$ cat config.mk
export PLATFORM = sky130hd
export DESIGN_NAME = serial_addsub_unit
export DESIGN_NICKNAME = d
export VERILOG_FILES = /design/src/rtl/math_pkg.sv /design/src/rtl/digit_addsub.sv /design/src/rtl/serial_addsub_unit.sv
export SDC_FILE = /design/constraint.sdc
export NUM_CORES = 1
export LEC_CHECK = 0
export ABC_AREA = 0
export BUFFER_PORTS_ARGS = -buffer_cell sky130_fd_sc_hd__buf_4
export CAP_MARGIN = 40
export CELL_PAD_IN_SITES_DETAIL_PLACEMENT = 0
export CELL_PAD_IN_SITES_GLOBAL_PLACEMENT = 2
export CORE_MARGIN = 10
export CORE_UTILIZATION = 29
export DETAILED_ROUTE_END_ITERATION = 8
export GPL_TIMING_DRIVEN = 0
export PLACE_DENSITY_LB_ADDON = 0.2
export SYNTH_ARGS = -nofsm -noshare
export SYNTH_HDL_FRONTEND = slang
export SYNTH_SLANG_ARGS = --single-unit
export TNS_END_PERCENT = 20
$ cat constraint.sdc
create_clock -name clk -period 3.35 [get_ports clk]
set_clock_uncertainty 0.05 [all_clocks]
set_input_delay 0.1675 -clock clk [delete_from_list [all_inputs] [get_ports clk]]
set_output_delay 0.1675 -clock clk [all_outputs]
set_load 0.005 [all_outputs]
$ cat src/rtl/math_pkg.sv
// Shared types and elaboration helpers for the digit-serial math blocks.
package math_pkg;

    // Sequencer states of the serial add/subtract unit.
    typedef enum logic [1:0] {
        IDLE = 2'd0,
        RUN  = 2'd1,
        DONE = 2'd2
    } state_t;

    // Number of digits an operand splits into.
    function automatic int num_digits(input int width, input int digit);
        return width / digit;
    endfunction

    // Width of the RUN-cycle counter; it must be able to hold N itself.
    function automatic int count_width(input int width, input int digit);
        return $clog2(width / digit) + 1;
    endfunction

    // True when the operand width is a whole number of digits.
    function automatic bit digit_fit_ok(input int width, input int digit);
        return (digit > 0) && (width % digit == 0);
    endfunction

endpackage

$ cat src/rtl/digit_addsub.sv
// One DIGIT-bit add/subtract slice: the digit-wide, two-mode form of the
// single-bit full-minuser cell. In subtract mode cin/cout are borrows.
module digit_addsub #(
    parameter int DIGIT = 4
) (
    input  logic             sub,
    input  logic             cin,
    input  logic [DIGIT-1:0] a,
    input  logic [DIGIT-1:0] b,
    output logic [DIGIT-1:0] d,
    output logic             cout
);

    logic [DIGIT:0] t;

    // One extra bit catches the carry (add) or the sign of a negative difference (borrow).
    always_comb begin
        t = '0;
        if (sub) begin
            t = {1'b0, a} - {1'b0, b} - {{DIGIT{1'b0}}, cin};
        end else begin
            t = {1'b0, a} + {1'b0, b} + {{DIGIT{1'b0}}, cin};
        end
    end

    assign d    = t[DIGIT-1:0];
    assign cout = t[DIGIT];

endmodule

$ cat src/rtl/serial_addsub_unit.sv
// Digit-serial add/subtract unit: WIDTH-bit operands processed DIGIT bits
// per cycle through one reusable digit slice, with optional early completion.
//
// Handshake (four-phase req/fin): a request is accepted at an edge in IDLE
// with req=1; x, y and sub are captured there and may change afterwards.
// fin rises with the result and stays high while req stays high; the first
// edge with req=0 in DONE drops fin and busy and returns to IDLE. req
// dropped while the operation runs is ignored, giving a one-cycle fin pulse.
module serial_addsub_unit
    import math_pkg::*;
#(
    parameter int WIDTH     = 32,
    parameter int DIGIT     = 4,
    parameter int EARLY_FIN = 1
) (
    input  logic                           clk,
    input  logic                           rst,
    input  logic                           req,
    input  logic                           sub,
    input  logic [WIDTH-1:0]               x,
    input  logic [WIDTH-1:0]               y,
    output logic                           busy,
    output logic                           fin,
    output logic [WIDTH-1:0]               s,
    output logic                           cout,
    output logic [$clog2(WIDTH/DIGIT):0]   cycles,
    output logic [1:0]                     dbg_state
);

    localparam int N  = num_digits(WIDTH, DIGIT);
    localparam int CW = count_width(WIDTH, DIGIT);
    localparam int IW = (N > 1) ? $clog2(N) : 1;

    if (!digit_fit_ok(WIDTH, DIGIT)) begin : g_bad_digit
        $error("serial_addsub_unit: WIDTH must be a multiple of DIGIT");
    end

    state_t         state;
    logic [IW-1:0]  idx;
    logic           carry;
    logic           sub_r;
    logic [WIDTH-1:0] xr;
    logic [WIDTH-1:0] yr;

    logic [DIGIT-1:0] x_dig;
    logic [DIGIT-1:0] y_dig;
    logic [DIGIT-1:0] d_dig;
    logic             c_dig;
    logic             y_rest_zero;
    logic             early_ok;
    logic             last_dig;
    logic [WIDTH-1:0] upper_mask;
    logic [WIDTH-1:0] s_early;

    // Select the current digit and decide whether the rest of the result is just x.
    always_comb begin
        x_dig       = xr[int'(idx)*DIGIT +: DIGIT];
        y_dig       = yr[int'(idx)*DIGIT +: DIGIT];
        y_rest_zero = ((yr >> (int'(idx) * DIGIT)) == '0);
        early_ok    = (EARLY_FIN != 0) && !carry && y_rest_zero;
        last_dig    = (int'(idx) == N - 1);
        upper_mask  = {WIDTH{1'b1}} << (int'(idx) * DIGIT);
        s_early     = (s & ~upper_mask) | (xr & upper_mask);
    end

    digit_addsub #(.DIGIT(DIGIT)) u_digit (
        .sub  (sub_r),
        .cin  (carry),
        .a    (x_dig),
        .b    (y_dig),
        .d    (d_dig),
        .cout (c_dig)
    );

    assign dbg_state = state;

    // Sequencer: accept, step one digit per RUN cycle, hold the result in DONE.
    always_ff @(posedge clk) begin
        if (rst) begin
            state  <= IDLE;
            idx    <= '0;
            carry  <= 1'b0;
            sub_r  <= 1'b0;
            xr     <= '0;
            yr     <= '0;
            busy   <= 1'b0;
            fin    <= 1'b0;
            s      <= '0;
            cout   <= 1'b0;
            cycles <= '0;
        end else begin
            case (state)
                IDLE: begin
                    if (req) begin
                        xr     <= x;
                        yr     <= y;
                        sub_r  <= sub;
                        carry  <= 1'b0;
                        idx    <= '0;
                        cycles <= '0;
                        busy   <= 1'b1;
                        state  <= RUN;
                    end
                end
                RUN: begin
                    cycles <= cycles + 1'b1;
                    if (early_ok) begin
                        s     <= s_early;
                        cout  <= 1'b0;
                        fin   <= 1'b1;
                        state <= DONE;
                    end else begin
                        s[int'(idx)*DIGIT +: DIGIT] <= d_dig;
                        carry <= c_dig;
                        idx   <= idx + 1'b1;
                        if (last_dig) begin
                            cout  <= c_dig;
                            fin   <= 1'b1;
                            state <= DONE;
                        end
                    end
                end
                DONE: begin
                    if (!req) begin
                        fin   <= 1'b0;
                        busy  <= 1'b0;
                        state <= IDLE;
                    end
                end
                default: begin
                    state <= IDLE;
                end
            endcase
        end
    end

    logic unused_cw;
    assign unused_cw = (CW == 0);

endmodule
; ---- Word level (Yosys, flattened, before mapping)
; Index checks and enable logic that the tools add are counted.
[classes]
reduce_logical = 15
muxes = 24
eq_ne = 7
add_sub_neg = 7
shift = 6
bitwise = 4
[op_table]
columns = op, n
row1 = AND 32 bit, 2
row2 = variable part select 32 x 6 -> 4 bit, 2
row3 = negator 5 -> 33 bit, 1
row4 = "variable shift 4 x 33 -> 32 bit, first input constant", 1
row5 = variable part select 4 x 33 -> 32 bit, 1
row6 = bitwise mux 32 bit, 1
row7 = zero test 32 bit, 1
row8 = 2-to-1 mux 32 bit, 1
row9 = NOT 32 bit, 1
row10 = OR 32 bit, 1
row11 = "left shift 32 x 5 -> 32 bit, first input constant", 1
row12 = >> shifter 32 x 5 -> 32 bit, 1
row13 = AND reduction 3 bit, 4
row14 = 2-to-1 mux 1 bit, 8
row15 = 2-to-1 mux 2 bit, 4
row16 = one-hot mux 4 bit (2 select lines), 1
row17 = nonzero test 2 bit, 4
row18 = 2-to-1 mux 3 bit, 2
row19 = "!= test 2 bit, second input constant", 3
row20 = one-hot mux 1 bit (2 select lines), 3
row21 = one-hot mux 2 bit (3 select lines), 1
row22 = one-hot mux 3 bit (2 select lines), 1
row23 = AND reduction 2 bit, 3
row24 = adder 4 x 4 -> 5 bit, 1
row25 = 14 further kinds, 14
[totals]
output_inout_bits = 41
reg_bits = 110
input_bits = 68

; ---- Logic depth before layout (Yosys ltp)
[logic_depth]
word_depth = 7
depth_mapped = 16

; ---- Hierarchy
; A second synthesis with hierarchy kept.
[hier_totals]
hier_cells = 743
area_unflattened_um2 = 6090.8
[modules_own_cells]
columns = mod, cells_each, area_per_inst_um2, seq_area_each_um2, n_inst
row1 = serial_addsub_unit, 702, 5746.8, 2202.1, 1
row2 = digit_addsub, 41, 344.1, 0.0, 1

; ---- Worst setup path before layout
; Ideal clock, no wire load.
[synth_timing]
path_kind = reg2reg
from = reg idx[0]
to = reg (tool-made name)
required_time_ns = 3.181
path_stages_with_launch = 15
t_arrival_ns = 3.424
synth_period_minus_slack_ns = 3.592
setup_slack_ns = -0.242
cell_sequence = dfxtp_1 -> buf_6 -> buf_6 -> clkbuf_1 -> mux4_2 -> nand2_1 -> nand2_1 -> fa_1 -> ha_1 -> nand2b_1 -> a21oi_1 -> xor2_1 -> mux2i_1 -> or3_1 -> o221a_1
[synth_rtl]
columns = element, line_no
row1 = "start, declared", serial_addsub_unit.sv:39  ; logic [IW-1:0] idx;
row2 = "start signal, assigned", serial_addsub_unit.sv:115  ; idx <= idx + 1'b1;

==> impl_summary.log <==
INFO  metric timing.critical_path.slowest_stage_cell = sky130_fd_sc_hd__mux4_2
INFO  metric drtIter0Drc = 365
INFO  metric cp_data_arrival_time = 3.54 ns
INFO  metric post-route-period-util = 0.993
INFO  metric first_global_vias = 5,575
INFO  metric area_growth = 38.3%
INFO  metric portBuffers = 107
INFO  metric synth_top_area_frac = 0.393
INFO  metric remaining_drc_errors = 0
INFO  metric setup-violations-final = 0
INFO  metric final_nets = 924
INFO  metric ant_nets = 0
INFO  metric tritoncts = done
INFO  metric die-area = 25,300 um^2
INFO  metric place_area = 6730 um^2
INFO  metric timing.rr.start = idx[0]
INFO  metric slowest_delay = 0.51 ns
INFO  metric placedCellCount = 1,048
INFO  metric final.hold.worst_slack = 0.00891 ns
INFO  metric worst-path-max-fanout = 5
INFO  metric wl = 22,000 um
INFO  metric post_synth_inst_count = 681
INFO  metric status = complete, no violations
INFO  metric max-slew-margin-rel = 0.468
INFO  metric antenna_cells = 0
INFO  metric worst-setup-path-type = reg2reg
INFO  metric via_per_inst = 5.05
INFO  metric finalNonFillerCells = 1,103
INFO  metric clock_insertion_delay_worst_skew = 0.36 ns
INFO  metric worst-endpoint-required = 3.57 ns
INFO  metric max-clock-path-buffers = 2
INFO  metric grt_antenna_before_repair = 0
INFO  metric cts_inserted_buffers = 9
INFO  metric ys_top_cells_by_area = sky130_fd_sc_hd__dfxtp_1 39%, sky130_fd_sc_hd__nand2_1 11%, sky130_fd_sc_hd__a21oi_1 9.4%, sky130_fd_sc_hd__mux4_2 6.4%, sky130_fd_sc_hd__ha_1 3.1%
INFO  metric hold_viol = 0
INFO  metric timing.critical_path.to_type = flip-flop
INFO  metric initial_core_util = 0.297
INFO  metric post-route-min-period = 3.33 ns
INFO  metric grt_setup_unrepaired = yes
INFO  metric post_synth.cell_area_avg = 8.22 um^2
INFO  metric floorplan.die.width = 159 um
INFO  metric reg2reg_setup_slack = 0.02 ns
INFO  metric htree_num_levels = 3
INFO  metric synthesis.area = 5600 um^2
INFO  metric cellPowerDensity = 437 nW/um^2
INFO  metric grt_first_pass_wirelength = 33,100 um
INFO  metric r2r_cells = 15
INFO  metric row_count = 50
INFO  metric crit_start = idx[0]
INFO  metric pin_count_of_the_biggest_net_entering_global_routing = 19
INFO  metric route.vias.total = 5,572
INFO  metric synth_sequential_area_ratio = 0.393
INFO  metric detailed_place_hpwl = 17,400 um
INFO  metric die_y = 159 um
INFO  metric number_of_enable_flip_flop_cells_after_synthesis = 0
INFO  metric synth.net_count = 767
INFO  metric ys_seq_elements = 110
INFO  metric synth_top_flop_cell = sky130_fd_sc_hd__dfxtp_1
INFO  metric clock_sink_count = 110
INFO  metric hold_path.class = in2reg
INFO  metric wire_per_inst = 19.9 um
INFO  metric final_cell_area = 7750 um^2
INFO  metric cts_root_buffer = sky130_fd_sc_hd__clkbuf_16
INFO  metric drive_gt1_frac = 0.265
INFO  metric peakVddDrop = 0.000250 V
INFO  metric fin_setup_tns = 0 ns
INFO  metric postSynth.asyncResetShare = 0
INFO  metric synth.largest_area_cell = sky130_fd_sc_hd__dfxtp_1
INFO  metric crit_path_start_kind = flip-flop
INFO  metric ports = 109
INFO  metric power_leakage = 2.97 nW
INFO  metric maxSlewViolCount = 0
INFO  metric globalplace.congestion = 0.891
INFO  metric placeable_core_region = 18,800 um^2
INFO  metric yosys_warnings = 0
INFO  metric worst_setup_hold_path_clk_slew = 0.08 ns
INFO  metric grt_overflow = 0
INFO  metric achievable-frequency = 301 MHz
INFO  metric post_synthesis_cell_type_count = 54
INFO  metric grt_usage = 0.169
INFO  metric max_cap_violations = 0
INFO  metric crit_path_cell_chain = buf_12 -> clkbuf_16 -> mux4_2 -> nand2_2 -> nand2_4 -> buf_4 -> fa_2 -> inv_2 -> fa_2 -> mux2i_4 -> xor2_2 -> buf_4 -> nor3b_1 -> a31oi_1 -> a311oi_1
INFO  metric max_slew.worst_pin.slew = 0.790 ns
INFO  metric first_pass_detailed_route_iteration_total = 4
[worst max-delay path: cells and delay by family, from the launching register on]
family | cells | cell delay [ns]
buf+inv | 5 | 0.62
mux | 2 | 0.59
fa+ha+maj | 2 | 0.58
simple gates | 3 | 0.43
flops | 1 | 0.38
compound gates | 2 | 0.38
xor+xnor | 1 | 0.19
[timing repair]
item	CTS	global route
setup endpoints to repair	27	32
setup buffers	11	1
gates cloned	0	0
hold endpoints to repair	28	0
hold buffers	28	0
gates resized for setup	38	37
pin swaps	11	11
[stage by stage]
step | util | worst slack (ns) | power [W]
finish | 0.411 | 0.0247 | 0.00339
global placement | 0.358 | -0.917 | 0.00211
detailed placement | 0.358 | -0.866 | 0.00212
global route | 0.411 | -0.0807 | 0.00355
floorplan | - | 0.0173 | 0.00185
CTS | 0.403 | -0.0507 | 0.00338
[layer usage]
metal,global-route usage,vias to the layer above,routed length [um]
met2,0.243,186,9350
met5,0,-,0
li1,-,2719,-
met1,0.238,2639,10600
met4,0.0678,0,555
met3,0.0380,28,1430
[kinds of logic after synthesis]
family | share of synthesized area
flip-flops | 0.393
multiplexers | 0.0992
AND/OR/NAND/NOR | 0.209
AO/OA/AOI/OAI | 0.194
adder cells (fa/ha/maj) | 0.0456
buffers and inverters | 0.0523
XOR/XNOR | 0.00626
[synthesized netlist by cell type (11+ instances only)]
| cell type | n |
|---|---|
| sky130_fd_sc_hd__clkbuf_1 | 37 |
| sky130_fd_sc_hd__a211oi_1 | 11 |
| sky130_fd_sc_hd__inv_1 | 18 |
| sky130_fd_sc_hd__nor2_1 | 29 |
| sky130_fd_sc_hd__o21ai_0 | 15 |
| sky130_fd_sc_hd__nand3_1 | 22 |
| sky130_fd_sc_hd__a21oi_1 | 105 |
| sky130_fd_sc_hd__ha_1 | 14 |
| sky130_fd_sc_hd__nand2_1 | 157 |
| sky130_fd_sc_hd__o31ai_1 | 11 |
| sky130_fd_sc_hd__nor4_1 | 11 |
| sky130_fd_sc_hd__mux4_2 | 16 |
| sky130_fd_sc_hd__dfxtp_1 | 110 |
[layout make-up]
cell class / count / area (um^2)
sequential: 110 / 2210
tap: 260 / 325
multi-input combinational: 500 / 3370
buffer: 49 / 279
clock buffer: 11 / 243
inverter: 21 / 78.8
timing repair buffer: 147 / 1180
clock inverter: 5 / 66.3
fill: 1990 / 11100
[layout by cell type, fill, tap and decap left out, types with 4 or more instances in the layout]
master / Yosys / final
sky130_fd_sc_hd__inv_1: 18 / 16
sky130_fd_sc_hd__a21oi_1: 105 / 103
sky130_fd_sc_hd__and2_1: 6 / 4
sky130_fd_sc_hd__a311oi_1: 8 / 5
sky130_fd_sc_hd__a211oi_1: 11 / 10
sky130_fd_sc_hd__nor2_1: 29 / 27
sky130_fd_sc_hd__clkbuf_16: 0 / 11
sky130_fd_sc_hd__nand2_1: 157 / 152
sky130_fd_sc_hd__o221a_2: 4 / 4
sky130_fd_sc_hd__nor4_1: 11 / 9
sky130_fd_sc_hd__nand3_1: 22 / 21
sky130_fd_sc_hd__nor3_1: 9 / 8
sky130_fd_sc_hd__dlygate4sd3_1: 0 / 28
sky130_fd_sc_hd__o21ai_0: 15 / 15
sky130_fd_sc_hd__buf_1: 7 / 6
sky130_fd_sc_hd__mux2i_4: 1 / 4
sky130_fd_sc_hd__buf_4: 0 / 118
sky130_fd_sc_hd__o31ai_1: 11 / 9
sky130_fd_sc_hd__mux2i_1: 9 / 6
sky130_fd_sc_hd__mux4_2: 16 / 16
sky130_fd_sc_hd__o21a_1: 4 / 4
sky130_fd_sc_hd__clkbuf_1: 37 / 34
sky130_fd_sc_hd__dfxtp_1: 110 / 108
sky130_fd_sc_hd__ha_1: 14 / 10
sky130_fd_sc_hd__inv_2: 2 / 4
sky130_fd_sc_hd__a31oi_1: 9 / 8
sky130_fd_sc_hd__fa_2: 0 / 4
sky130_fd_sc_hd__mux2_2: 6 / 5
sky130_fd_sc_hd__and3_1: 5 / 4
sky130_fd_sc_hd__nor3b_1: 4 / 4
sky130_fd_sc_hd__nor2b_1: 4 / 4
sky130_fd_sc_hd__nand2_2: 0 / 4
[power breakdown]
group / internal, W / total [W] / switching, W
Combinational: 0.000363 / 0.000798 / 0.000435
Sequential: 0.00138 / 0.00145 / 0.0000730
Clock: 0.000611 / 0.00114 / 0.000531
[worst min-delay path by stage]
stage          start  cells after the start  endpoint  slack, ns
2_1_floorplan   y[0]                      2     yr[0]       0.25
3_3_place_gp   y[12]                      3    yr[12]       0.37
3_5_place_dp   y[21]                      3    yr[21]       0.37
4_1_cts        y[17]                      3    yr[17]     0.0004
5_1_grt        x[17]                      3    xr[17]      0.002
6_report       x[26]                      3    xr[26]      0.009
(Power assumes the default switching activity.)
